<file path="src/rtl/spectrum_bar_scanner_pkg.sv">
// spectrum_pkg: shared types and helpers for the spectrum bar scanner.
//   NBINS / LVL_W : bin count and bits per bin level
//   ROWS          : LED rows per column (one per non-zero level)
//   state_e       : scanner state (IDLE / BLANK / DRIVE)
//   get_bin       : extract bin idx from a packed level word (bin0 in LSBs)
//   bar_pattern   : row drive for a column given live level L and peak P
package spectrum_pkg;

  localparam int unsigned NBINS = 16;
  localparam int unsigned LVL_W = 2;
  localparam int unsigned ROWS  = (1 << LVL_W) - 1;

  typedef logic [LVL_W-1:0] lvl_t;

  typedef enum logic [1:0] {
    IDLE,
    BLANK,
    DRIVE
  } state_e;

  function automatic lvl_t get_bin(input logic [NBINS*LVL_W-1:0] word,
                                   input int unsigned            idx);
    return word[idx*LVL_W +: LVL_W];
  endfunction

  // Row k lights for the live bar (L > k) plus a single peak marker at row P-1.
  function automatic logic [ROWS-1:0] bar_pattern(input lvl_t l, input lvl_t p);
    logic [ROWS-1:0] r;
    r = '0;
    for (int unsigned k = 0; k < ROWS; k++) begin
      r[k] = (l > lvl_t'(k)) || ((p != '0) && (p == lvl_t'(k + 1)));
    end
    return r;
  endfunction

endpackage

</file>
<file path="src/rtl/spectrum_bar_scanner_bin_peak_hold.sv">
// bin_peak_hold: per-bin peak register with hold-then-decay timing.
// Only built when SPECTRUM_PEAK_HOLD_EN is defined; otherwise the scanner
// uses the live level as the peak and this module does not exist.
//   clk, rst_n : clock, async active-low reset
//   update     : frame boundary with a valid snapshot
//   clear      : frame boundary without a valid snapshot (go idle)
//   lvl_in     : new level for this bin
//   peak       : held peak level
`ifdef SPECTRUM_PEAK_HOLD_EN
module bin_peak_hold
  import spectrum_pkg::*;
#(
  parameter int unsigned HOLD_FRAMES = 8
) (
  input  logic clk,
  input  logic rst_n,
  input  logic update,
  input  logic clear,
  input  lvl_t lvl_in,
  output lvl_t peak
);

  localparam int unsigned    HW          = $clog2(HOLD_FRAMES + 1);
  localparam logic [HW-1:0]  HOLD_RELOAD = HW'(HOLD_FRAMES);

  lvl_t          peak_q, peak_d;
  logic [HW-1:0] hold_q, hold_d;

  always_comb begin
    peak_d = peak_q;
    hold_d = hold_q;
    if (clear) begin
      peak_d = '0;
      hold_d = '0;
    end else if (update) begin
      if (lvl_in >= peak_q) begin
        peak_d = lvl_in;
        hold_d = HOLD_RELOAD;
      end else if (hold_q != '0) begin
        hold_d = hold_q - HW'(1);
      end else begin
        // lvl_in < peak_q guarantees peak_q > 0, so no underflow here
        peak_d = peak_q - lvl_t'(1);
        hold_d = HOLD_RELOAD;
      end
    end
  end

  always_ff @(posedge clk or negedge rst_n) begin
    if (!rst_n) begin
      peak_q <= '0;
      hold_q <= '0;
    end else begin
      peak_q <= peak_d;
      hold_q <= hold_d;
    end
  end

  assign peak = peak_q;

endmodule
`endif

</file>
<file path="src/rtl/spectrum_bar_scanner.sv">
// spectrum_bar_scanner: latches one 16-bin level snapshot per display frame
// and time-multiplexes it onto a 16-column x 3-row LED bar matrix.
// Optional peak-hold with timed decay: define SPECTRUM_PEAK_HOLD_EN.
//   clk, rst_n  : clock, async active-low reset
//   raise_valid : snapshot on raise_data is meaningful (sampled at frame boundary)
//   raise_data  : packed levels, bin i in bits[2i+1:2i]
//   col_n       : one-hot active-low column select (registered)
//   row_on      : active-high row drive (registered)
//   frame_tick  : one-cycle pulse in the first cycle of column 0 (registered)
//   peak_data   : packed held-peak levels (live levels without peak-hold)
module spectrum_bar_scanner
  import spectrum_pkg::*;
#(
  parameter int unsigned SCAN_DIV    = 1024,
  parameter int unsigned BLANK_CYC   = 16,
  parameter int unsigned HOLD_FRAMES = 8
) (
  input  logic                     clk,
  input  logic                     rst_n,
  input  logic                     raise_valid,
  input  logic [NBINS*LVL_W-1:0]   raise_data,
  output logic [NBINS-1:0]         col_n,
  output logic [ROWS-1:0]          row_on,
  output logic                     frame_tick,
  output logic [NBINS*LVL_W-1:0]   peak_data
);

  localparam int unsigned         DIV_W   = $clog2(SCAN_DIV);
  localparam int unsigned         COL_W   = $clog2(NBINS);
  localparam logic [DIV_W-1:0]    DIV_MAX = DIV_W'(SCAN_DIV - 1);
  localparam logic [COL_W-1:0]    COL_MAX = COL_W'(NBINS - 1);

  state_e                   state_q, state_d;
  logic [DIV_W-1:0]         div_cnt_q, div_cnt_d;
  logic [COL_W-1:0]         col_cnt_q, col_cnt_d;
  logic [NBINS*LVL_W-1:0]   lvl_q, lvl_d;
  logic [NBINS-1:0]         col_n_q, col_n_d;
  logic [ROWS-1:0]          row_on_q, row_on_d;
  logic                     frame_tick_q, frame_tick_d;
  logic [NBINS*LVL_W-1:0]   peak_w;
  logic                     div_wrap, fb;

`ifdef SPECTRUM_PEAK_HOLD_EN
  for (genvar i = 0; i < NBINS; i++) begin : g_bin
    bin_peak_hold #(
      .HOLD_FRAMES(HOLD_FRAMES)
    ) u_peak (
      .clk   (clk),
      .rst_n (rst_n),
      .update(fb && raise_valid),
      .clear (fb && !raise_valid),
      .lvl_in(get_bin(raise_data, i)),
      .peak  (peak_w[i*LVL_W +: LVL_W])
    );
  end
`else
  assign peak_w = lvl_q;
`endif

  always_comb begin
    div_wrap  = (div_cnt_q == DIV_MAX);
    fb        = div_wrap && (col_cnt_q == COL_MAX);
    div_cnt_d = div_wrap ? '0 : div_cnt_q + DIV_W'(1);
    col_cnt_d = col_cnt_q;
    if (div_wrap) begin
      col_cnt_d = (col_cnt_q == COL_MAX) ? '0 : col_cnt_q + COL_W'(1);
    end

    // state_q always describes the counter values of the same cycle, so the
    // BLANK/DRIVE choice looks at the next div_cnt
    state_d = state_q;
    if (fb && !raise_valid) begin
      state_d = IDLE;
    end else if (fb || (state_q != IDLE)) begin
      state_d = (div_cnt_d < DIV_W'(BLANK_CYC)) ? BLANK : DRIVE;
    end

    lvl_d = lvl_q;
    if (fb) begin
      lvl_d = raise_valid ? raise_data : '0;
    end

    // Column scan keeps running in IDLE so frame_tick keeps its cadence
    col_n_d      = ~(NBINS'(1) << col_cnt_q);
    frame_tick_d = (div_cnt_q == '0) && (col_cnt_q == '0);
    row_on_d     = '0;
    if ((state_q == DRIVE) && !(fb && !raise_valid)) begin
      row_on_d = bar_pattern(get_bin(lvl_q, 32'(col_cnt_q)),
                             get_bin(peak_w, 32'(col_cnt_q)));
    end
  end

  always_ff @(posedge clk or negedge rst_n) begin
    if (!rst_n) begin
      state_q      <= IDLE;
      div_cnt_q    <= '0;
      col_cnt_q    <= '0;
      lvl_q        <= '0;
      col_n_q      <= '1;
      row_on_q     <= '0;
      frame_tick_q <= 1'b0;
    end else begin
      state_q      <= state_d;
      div_cnt_q    <= div_cnt_d;
      col_cnt_q    <= col_cnt_d;
      lvl_q        <= lvl_d;
      col_n_q      <= col_n_d;
      row_on_q     <= row_on_d;
      frame_tick_q <= frame_tick_d;
    end
  end

  assign col_n      = col_n_q;
  assign row_on     = row_on_q;
  assign frame_tick = frame_tick_q;
  assign peak_data  = peak_w;

endmodule

</file>
<file path="config.mk">
export PLATFORM = sky130hd
export DESIGN_NAME = spectrum_bar_scanner
export DESIGN_NICKNAME = d
export VERILOG_FILES = /design/src/rtl/spectrum_bar_scanner_pkg.sv /design/src/rtl/spectrum_bar_scanner_bin_peak_hold.sv /design/src/rtl/spectrum_bar_scanner.sv
export SDC_FILE = /design/constraint.sdc
export NUM_CORES = 1
export LEC_CHECK = 0
export CORE_UTILIZATION = 50
export DETAILED_ROUTE_END_ITERATION = 8
export PLACE_DENSITY_LB_ADDON = 0.25
export SKIP_CTS_REPAIR_TIMING = 1
export SYNTH_ARGS = -nofsm -noshare
export SYNTH_HDL_FRONTEND = slang
export SYNTH_SLANG_ARGS = --single-unit
</file>
<file path="constraint.sdc">
create_clock -name clk -period 3.4 [get_ports clk]
set_input_delay 0.51 -clock clk [delete_from_list [all_inputs] [get_ports clk]]
set_output_delay 0.51 -clock clk [all_outputs]
set_load 0.01 [all_outputs]
</file>
==> results, run 1 <==
- The flow ran to the end, and the final reports show no timing, DRC or antenna violations.
- The number of remaining DRC errors is 0.
- The leading area contributor after synthesis is sky130_fd_sc_hd__dfrtp_1.
- The leakage component of the power is 0.00179 uW.
- The worst-margin pin slew is 754 ps.
- Sequential cells were found to cover 56.0% of the synthesized design area.
- The critical path's slowest cell is sky130_fd_sc_hd__dfrtp_1.
- Counting I/O delays and the setup requirement, the final critical path takes 2180 ps.
- The area of the placeable core is 0.00592 mm2.
- The setup check on the worst reg-to-reg path leaves a slack of 1220 ps.
- The number of top-level design ports is 87.
- Counting distinct cell types in the post-synthesis netlist gives 38.
- The kind of cell with the highest combined delay along the critical path is flip-flops.
- Dividing the detail-routed wire length by the instance count gives 14.7 um.
- After legalization and detailed placement, the total HPWL measured 4.91 mm.
- The nature of the critical path startpoint is a flop.
- The final setup slack of the worst path is 1220 ps.
- The prevailing post-synth register cell is sky130_fd_sc_hd__dfrtp_1.
- Ranked by total cell area, the synthesized netlist is headed by sky130_fd_sc_hd__dfrtp_1, sky130_fd_sc_hd__dfstp_2, sky130_fd_sc_hd__nand2_1, sky130_fd_sc_hd__o21ai_0, sky130_fd_sc_hd__mux4_2.
- The die is 80.4 um wide.
- The number of hold-slack violations in the final timing report is 0.
- The final standard cell count with taps included and fillers excluded is 461.
- The category of the most critical setup path is reg -> reg.
- The latest clock arrival within the worst-skew pair is 340 ps.
- The logic depth of the worst register-to-register path is 6.
- The repair_antennas step left the layout with diodes totalling 0.
- Synthesis produced a netlist with a net count of 342.
- From synthesis to final layout, the design area changed by 35.6%.
- The synthesized design contains 68 register bits.
- The via count of the first global-routing pass is 2,357.
- In this run, the number of DRC markers left after iteration 0 of detailed routing was 88.
- During synthesis, Yosys emitted a total of 0 warnings.
- In this design, the stage delay of the slowest critical-path cell is 540 ps.
- TritonCTS built the clock tree.
- The number of slew-limit violations in the final report is 0.
- The initial antenna violation count is 0.
- The number of cells in the design after placement is 445.
- The path class of the tightest hold or removal check is in -> async.
- In this run the worst path has a maximum fanout of 65.
- For this run, the total global-route usage over all layers was measured as 23.5%.
- The final setup violation count is 0.
- The period utilization is 64.1%.
- By instance count, the leading cell after synthesis is sky130_fd_sc_hd__nand2_1.
- Entering global routing, the biggest net connects 66 pins.
- The root buffer cell is sky130_fd_sc_hd__clkbuf_8.
- The net count of the finished layout is 424.
- The area enclosed by the die boundary is 0.00647 mm2.
- The startpoint identified for the worst register-to-register timing path is col_cnt_q[1].
- The effective utilization at floorplan is 51.9%.
- The layout cell share with drive strength beyond 1 is 12.4%.
- The cell count after synthesis is 299.
- The mean area per synthesized cell is 10.3 um2.
- The total via count after detailed routing is 2,425.
- Clock skew on the completed layout was measured at 3.72 ps.
- Together, buffers and inverters on the worst path number 1.
- The clock transition time at the flip-flop clock pins of the worst setup and hold paths is 70 ps.
- The die height is 80.4 um.
- In this run the deepest clock path goes through 2 buffers.
- Data arrives at the worst endpoint at 2390 ps.
- The total global routing overflow is 0.
- The H-tree level count is 3.
- The routed via count divided by cell count is 5.26.
- The number of enable flip-flop cells after synthesis is 0.
- Summed over all layers, the routed wires come to 6.76 mm.
- For the final routed database, the setup TNS stands at 0 ps.
- Sorting the synthesized cells by how often they occur yields sky130_fd_sc_hd__nand2_1, sky130_fd_sc_hd__dfrtp_1, sky130_fd_sc_hd__o21ai_0, sky130_fd_sc_hd__dfstp_2, sky130_fd_sc_hd__buf_2.
- Counting the buffers created by CTS gives 9.
- The signal on the critical path passes through ha_1 -> and3_1 -> nand4_1 -> buf_4 -> mux2i_1 -> a31oi_1.
- Static timing analysis puts the maximum clock frequency at 0.459 GHz.
- The required time of the worst setup path is 3610 ps.
- The detail route stage leaves a number of antenna-violating nets equal to 0.
- The worst setup path is captured at a flop.
- Headroom to the max-slew limit came out at 49.3%.
- OpenSTA, run right after detailed placement, puts the worst setup slack at 1250 ps.
- The portion of synthesized cell area occupied by the leading cell type is 42.3%.
- The congestion estimate from routability-driven global placement came to 0.790.
- Row generation in the floorplan step produced 28 rows.
- CTS saw 68 sinks.
- The global-route wire length before repair is 11.2 mm.
- Setup repair after global routing left no endpoint under its margin.
- The first detailed-routing pass ran for 4 iterations.
- In this run the critical register-to-register path is captured at state_q[1].
- The tool flagged a number of max-cap violations equal to 0.
- The mapped netlist covers 0.00308 mm2.
- The power density over the cells is 370 mW/mm2.
- Buffers placed on the I/O ports in this run total 86.
- The worst-case IR drop observed on VDD is 316 uV.
- The share of synthesized flip-flops with an asynchronous set or reset is 100%.
## flip-flops by register name, indices dropped and copies added (netlist names)
register	cells
row_on	3
peak_data	32
col_cnt_q	4
frame_tick	1
state_q	2
div_cnt_q	10
col_n	16
## cell usage in the layout (no fill, tap or decap), types with 4 or more instances in the layout
cell type,n
sky130_fd_sc_hd__nand3_1,7
sky130_fd_sc_hd__xnor2_1,5
sky130_fd_sc_hd__clkbuf_8,11
sky130_fd_sc_hd__a21oi_1,4
sky130_fd_sc_hd__nand2_1,82
sky130_fd_sc_hd__clkdlybuf4s50_1,85
sky130_fd_sc_hd__dfrtp_1,52
sky130_fd_sc_hd__buf_4,5
sky130_fd_sc_hd__mux4_2,8
sky130_fd_sc_hd__ha_1,8
sky130_fd_sc_hd__dfstp_2,16
sky130_fd_sc_hd__o21ai_0,39
sky130_fd_sc_hd__inv_1,7
sky130_fd_sc_hd__nor2_1,8
sky130_fd_sc_hd__a22o_1,4
## metal layers
layer	share of wire [%]	global-route usage (%)
met1	46	32.4
met2	47	35.5
met3	5.1	5.11
met4	2.1	10.9
met5	0	0
## cell families after synthesis
kind of cell    share of synthesized area (%)
buf+inv                                  4.07
fa+ha+maj                                3.25
simple gates                             18.9
flops                                    56.0
compound gates                           9.64
xor+xnor                                 1.99
mux                                      6.18
## stage by stage
step                      cell area [um2]  utilization (%)  hold slack [ps]  total power (uW)
after floorplan                      3080                -              214               843
after global placement               3960             66.9              508               905
after detailed placement             3960             66.9              505               906
after CTS                            4170             70.4              208              1560
after global routing                 4170             70.4              225              1600
final                                4170             70.4              212              1540
## how the worst max path moves through the flow
stage            startpoint         end  slack [ps]  cells past startpoint
2_1_floorplan  div_cnt_q[0]  state_q[0]        1600                      5
3_3_place_gp   col_cnt_q[1]  state_q[1]        1320                      6
3_5_place_dp   col_cnt_q[1]  state_q[1]        1250                      6
4_1_cts        col_cnt_q[1]  state_q[0]        1220                      6
5_1_grt        col_cnt_q[1]  state_q[0]        1030                      6
6_report       col_cnt_q[1]  state_q[1]        1220                      6
## where the power goes
| group | internal, uW | switching [uW] | leakage [uW] | total, uW |
|---|---|---|---|---|
| clock network | 350 | 303 | 0.000100 | 653 |
| logic | 43.9 | 33.8 | 0.000989 | 77.7 |
| registers | 812 | 0.657 | 0.000704 | 813 |
## area by class of cell
type | instances | area [um2]
clock buffer | 12 | 176
clock inverter | 4 | 28.8
fill | 452 | 1750
inverter | 7 | 26.3
multi-input combinational | 204 | 1230
sequential | 68 | 1720
tap | 75 | 93.8
timing repair buffer | 91 | 893
Note: power is estimated with default switching activity, not from simulation.
==> run 2: changes to the inputs <==
Settings changed: CORE_UTILIZATION 50 to 43.
Clock period 3.4 ns to 1.9 ns, I/O delays scaled along.
==> results, run 2 (same netlist as run 1, synthesis figures left out) <==
- The run finished, with violations left.
- The final reports fail on hold timing.
- The tool flagged a number of max-cap violations equal to 0.
- The area used by sequential logic in the layout is 0.00172 mm2.
- The clock arrives with 11.6 ps of skew.
- Timing would allow up to 0.546 GHz.
- The layout-stage area growth over the synthesis result is 40.3%.
- The start point of the critical path is div_cnt_q[1].
- The global-route usage over all layers is 19.8%.
- In this run the horizontal extent of the chip is 86.6 um.
- Setup repair after global routing could not meet its margin everywhere.
- The startpoint of the most critical register-to-register path is div_cnt_q[1].
- The commonest non-fill, non-tap cell in the layout is sky130_fd_sc_hd__clkdlybuf4s50_1.
- STA classifies the critical path startpoint as a flop.
- The register with the most flip-flops in the layout has 32 of them.
- The latest clock arrival within the worst-skew pair is 340 ps.
- Measured in cells, the most critical reg-to-reg path has a length of 5.
- The average detailed-routed wire length per instance is 13.8 um.
- The clock tree from TritonCTS is yes.
- The root buffer cell is sky130_fd_sc_hd__clkbuf_8.
- Per report_power, the sequential group accounts for 52.2% of the total.
- The relative slew slack is 58.4%.
- Internal power comes to 2180 uW.
- The maximum VDD drop is 287 uV.
- The first global-routing pass estimated 11.1 mm of wire.
- The leakage component of the power is 0.00185 uW.
- Entering global routing, the biggest net connects 65 pins.
- The routed wire length is 6.77 mm.
- The data arrival time of the critical path is 2080 ps.
- The finished cells cover 0.00431 mm2.
- The clock sink total is 68.
- At the placement stage, the worst setup path has a slack of 104 ps.
- Setup violations remaining at the end of the flow were counted as 0.
- For flop-to-flop paths, the worst setup slack is 70 ps.
- The largest driver fanout on the critical path is 3.
- Pin placement for this block handled 87 I/O pins.
- The H-tree generated during clock tree synthesis spans 3 levels.
- The total power of the final layout is 2790 uW.
- The total half-perimeter wirelength after legalization and detailed placement is 4.99 mm.
- The die height is 86.6 um.
- The number of hold-slack violations in the final timing report was 12.
- Hold timing on the final database bottoms out at a slack of -38.0 ps.
- The floorplan step defined a die boundary enclosing 0.00749 mm2.
- In the final design database the tool counted 434 nets.
- The minimum period implied by the final worst setup slack is 1830 ps.
- Setup slack on the critical path of the routed design comes to 68.8 ps.
- The first routing iteration left 166 violations.
- The placer's final routability congestion estimate is 0.872.
- The number of slew-limit violations in the final report came to 0.
- The routed via count divided by cell count is 4.90.
- After global routing the overflow that remains totals 0.
- The placed instances occupy a cell area of 0.00410 mm2.
- The initial antenna violation count was 0.
- In the layout the commonest cells are sky130_fd_sc_hd__clkdlybuf4s50_1, sky130_fd_sc_hd__nand2_1, sky130_fd_sc_hd__dfrtp_1, sky130_fd_sc_hd__o21ai_0, sky130_fd_sc_hd__dfstp_2.
- At the worst endpoint, the required time is 2150 ps.
- After filler insertion, the fill cell instance count of the layout stands at 564.
- The share of total power in combinational logic is 5.2%.
- The area of combinational cells with multiple inputs is 0.00124 mm2.
- Of the cells placed in the final design, the portion with a size suffix greater than 1 is 14.9%.
- The number of input and output port buffers inserted is 86.
- The number of buffers between clock root and the deepest sink is 2.
- The area of the placeable core is 0.00687 mm2.
- Row generation in the floorplan step produced 30 rows.
- The clock transition time at the flip-flop clock pins of the worst setup and hold paths is 80 ps.
- After routing, the total negative slack on setup checks comes to 0 ps.
- Power spread over the standard cell area amounts to 646 mW/mm2.
- The worst register-to-register path ends at state_q[0].
- The analysis attributes to net switching a power of 605 uW.
- The total via count after detailed routing is 2,409.
- At the pin with the least slew margin, the transition time is 624 ps.
- In this run switching power makes up 21.7% of total power.
- The element type at the critical path end is a flop.
- The count of nets left with antenna violations after detail routing is 0.
- The via count of the first global-routing pass is 2,303.
- After layout, the worst path uses 96.4% of the clock period.
- The first-pass iteration count of the detailed router is 4.
- The effective utilization at floorplan is 44.8%.
- The CTS buffer count is 9.
- After detailed routing, the number of remaining DRC violations is 0.
- The antenna diode instance count is 0.
- The share of total power dissipated in the clock network is 42.6%.
- The setup path with the least slack is of type reg -> reg.
- The worst hold path belongs to the class in -> async.
run 2: layout make-up:
type,instances,share of cell area (%)
clock buffer,11,3.28
clock inverter,5,1.42
inverter,7,0.609
multi-input combinational,204,28.7
sequential,68,39.9
tap,96,2.78
timing repair buffer,101,23.3
run 2: worst max-delay path by stage:
stage	endpoint	slack, ps	depth (start not counted)
2_1_floorplan	state_q[0]	100	5
3_3_place_gp	state_q[0]	120	5
3_5_place_dp	state_q[0]	100	5
4_1_cts	state_q[0]	80	5
5_1_grt	state_q[0]	-20	5
6_report	state_q[0]	70	5
run 2: power by group through the flow:
stage	combinational [uW]	clock [uW]	sequential, uW
6_report	145	1190	1460
5_1_grt	162	1280	1450
4_1_cts	149	1210	1450
3_5_place_dp	149	0	1480
3_3_place_gp	147	0	1480
2_1_floorplan	26.3	0	1480
run 2: stage by stage:
stage / util [%] / std cells
floorplan: - / 299
global placement: 59.7 / 476
finish: 62.8 / 492
detailed placement: 59.7 / 476
CTS: 62.7 / 492
global route: 62.8 / 492
run 2: layer usage:
layer	vias to the layer above	global-route usage, %	share of wire (%)
met1	1099	27.8	46
met3	11	4.57	7.3
li1	1200	-	-
met2	99	29.4	45
met4	0	8.64	1.7
met5	-	0	0
run 2: critical path: stages (launching register included):
cell	delay (ps)
sky130_fd_sc_hd__dfrtp_1	390
sky130_fd_sc_hd__ha_1	210
sky130_fd_sc_hd__or3b_1	370
sky130_fd_sc_hd__or3_1	320
sky130_fd_sc_hd__a32oi_2	240
sky130_fd_sc_hd__nor4b_2	210
==> variant (config.mk and constraints of run 2) <==
The 3 states of `state_e` get a one-hot encoding in 3 bits.
--- a/src/rtl/spectrum_bar_scanner_pkg.sv
+++ b/src/rtl/spectrum_bar_scanner_pkg.sv
@@ -12,10 +12,10 @@
 
   typedef logic [LVL_W-1:0] lvl_t;
 
-  typedef enum logic [1:0] {
-    IDLE,
-    BLANK,
-    DRIVE
+  typedef enum logic [2:0] {
+    IDLE  = 3'b001,
+    BLANK = 3'b010,
+    DRIVE = 3'b100
   } state_e;
 
   function automatic lvl_t get_bin(input logic [NBINS*LVL_W-1:0] word,
Behaviour: no difference found for any inputs over 10 cycles, from zero or initial values and one cycle with rst_n low; not proved beyond that.
==> variant against run 2 <==
Sequential cell count rose by 1. Setup slack gained 0.0023 ns. Combinational power fell by 11%. Total power decreased by 2.5%. Largest cell class unchanged. Wire length up 2.2%. Non-clock buffer count is 5 higher. Synthesized area grew 0.77%. Cell area is 1.4% higher.
==> variant: results (changes against run 2) <==
set qor(cts_root_buffer) {clkbuf_8}
set qor(finalWeightedCongestion) 0.858 ;# -1.6%
set qor(worst-path-max-fanout) 4 ;# +1
set qor(routedLengthMet1_mm) 3.01 ;# -3.1%
set qor(routed_wire_length_per_instance_um) 13.9 ;# +0.94%
set qor(cts_max_path_buffers) 2 ;# unchanged
set qor(min-delay-path-class) {input port to flop}
set qor(fillers) 546 ;# -3.2%
set qor(detailed_place_hpwl_mm) 4.92 ;# -1.5%
set qor(yosysUniqueCellTypes) 44 ;# +16%
set qor(first_pass_grt_wire_length_mm) 11.4 ;# +2.2%
set qor(hold_path_depth) 3
set qor(dp_worst_setup_slack_ns) 0.0675 ;# -0.0362 ns
set qor(clkSlewWorstSetupHoldPaths_ns) 0.07
set qor(initial_antenna_violation_count) 0 ;# unchanged
set qor(synth_xor_area_share_pct) 1.98 ;# -0.015 points
set qor(finClkSkew_ns) 0.00823 ;# -0.00339 ns
set qor(met3_length_um) 431 ;# -12%
set qor(syn-num-nets) 342 ;# unchanged
set qor(route.top_layer_used) {met4}
set qor(ys_top_cells_by_area) {dfrtp_1, dfstp_2, nand2_1}
set qor(fraction_of_layout_instances_using_a_drive_strength_above_1_pct) 16.9 ;# +2.0 points
set qor(pin_count_of_the_biggest_net_entering_global_routing) 70 ;# +7.7%
set qor(placement.io_buffers) 86 ;# unchanged
set qor(tritoncts.num_buffers) 9 ;# unchanged
set qor(diodes) 0 ;# unchanged
set qor(postSynth.topFlopCell) {dfrtp_1}
set qor(met3_usage_pct) 5.78 ;# +1.2 points
set qor(drt_pass1_iterations) 4 ;# unchanged
set qor(ir_worst_vdd_mv) 0.318 ;# +11%
set qor(max_slew_margin_pct) 64.3 ;# +5.9 points
set qor(globalRouteMet2Util_pct) 32.6 ;# +3.1 points
set qor(ys_async_sr_fraction_pct) 100 ;# unchanged
set qor(routed-wl-met2_mm) 3.37 ;# +10%
set qor(share_of_synthesized_cell_area_in_full_adder_half_adder_and_majority_cells_pct) 3.23 ;# -0.025 points
set qor(power.leakage_nw) 1.90 ;# +2.7%
set qor(drt-vias-per-instance) 4.87 ;# -0.51%
set qor(nNetsFinal) 440 ;# +1.4%
set qor(reg2regPathDepth) 6 ;# +1
set qor(run_status) {finished clean}
set qor(drt_iter0_drc) 159 ;# -4.2%
set qor(synth_commonest_cells) {nand2_1, dfrtp_1, o21ai_0}
set qor(number_of_flip_flops_in_the_largest_register) 32 ;# unchanged
set qor(first_global_vias) 2349 ;# +2.0%
set qor(fraction_of_the_mapped_netlist_area_in_compound_gates_pct) 9.97 ;# +0.33 points
set qor(grt_util_met1_pct) 25.5 ;# -2.3 points
set qor(sequential_to_total_area_share_from_yosys_stat_pct) 56.4 ;# +0.42 points
set qor(yosysWarnings) 0 ;# unchanged
set qor(muxShareOfSynthArea_pct) 6.14 ;# -0.047 points
set qor(cp_data_arrival_time_ns) 2.05 ;# -0.03 ns
set qor(netlist.area_leader.share_pct) 42.0 ;# -0.32 points
set qor(post_dp_cell_area_um2) 4150 ;# +1.2%
set qor(global_route_total_usage_across_every_layer_pct) 20.3 ;# +0.56 points
-- variant: cell count changes after synthesis, moves of 4 or more --
cell     delta
a22o_1      -4
a22oi_1     +4
nand2_1     +6
nor2_1      +4
-- variant: cell type report --
type	count	area, µm²	share of cell area (%)
Clock buffer	13	170	3.89
Sequential cell	69	1750	40.0
Clock inverter	3	17.5	0.400
Multi-Input combinational cell	205	1260	28.8
Inverter	6	22.5	0.515
Tap cell	96	120	2.75
Timing Repair Buffer	106	1030	23.6
-- variant: per-stage QoR --
| stage | utilization [%] | cells |
|---|---|---|
| floorplan | - | 299 |
| CTS | 63.2 | 495 |
| global route | 63.7 | 498 |
| global placement | 60.4 | 479 |
| detailed placement | 60.4 | 479 |
| finish | 63.7 | 498 |
-- variant: cells by family (layout without fill, tap and decap cells) --
logic type      Yosys count  after routing
compound gates           52             52
xor+xnor                  7              7
fa+ha+maj                 8              8
buf+inv                  25            128
flops                    69             69
mux                       9              9
simple gates            129            129
-- variant: power breakdown --
group          internal, mW  switching [mW]
Sequential             1.47               0
Clock                 0.586           0.532
Combinational        0.0743          0.0549
-- variant: critical path, cell delays in order (launching register included) --
cell and delay (ns):
dfrtp_1 0.42, buf_4 0.15, and4_1 0.23, nand2_1 0.07, a211o_1 0.30, a2111o_1 0.40, nor2b_1 0.14
-- variant: path summary, 6_finish.rpt --
check	startpoint	end	slack, ns
worst max-delay path	div_cnt_q[1]	state_q[2]	0.07
worst min-delay path	raise_data[24]	peak_data[24]	0.49
worst max register to register	div_cnt_q[1]	state_q[2]	0.07
worst min register to register	peak_data[1]	peak_data[1]	0.50
max in group asynchronous	rst_n	state_q[0]	1.07
min in group asynchronous	rst_n	col_cnt_q[1]	0.50
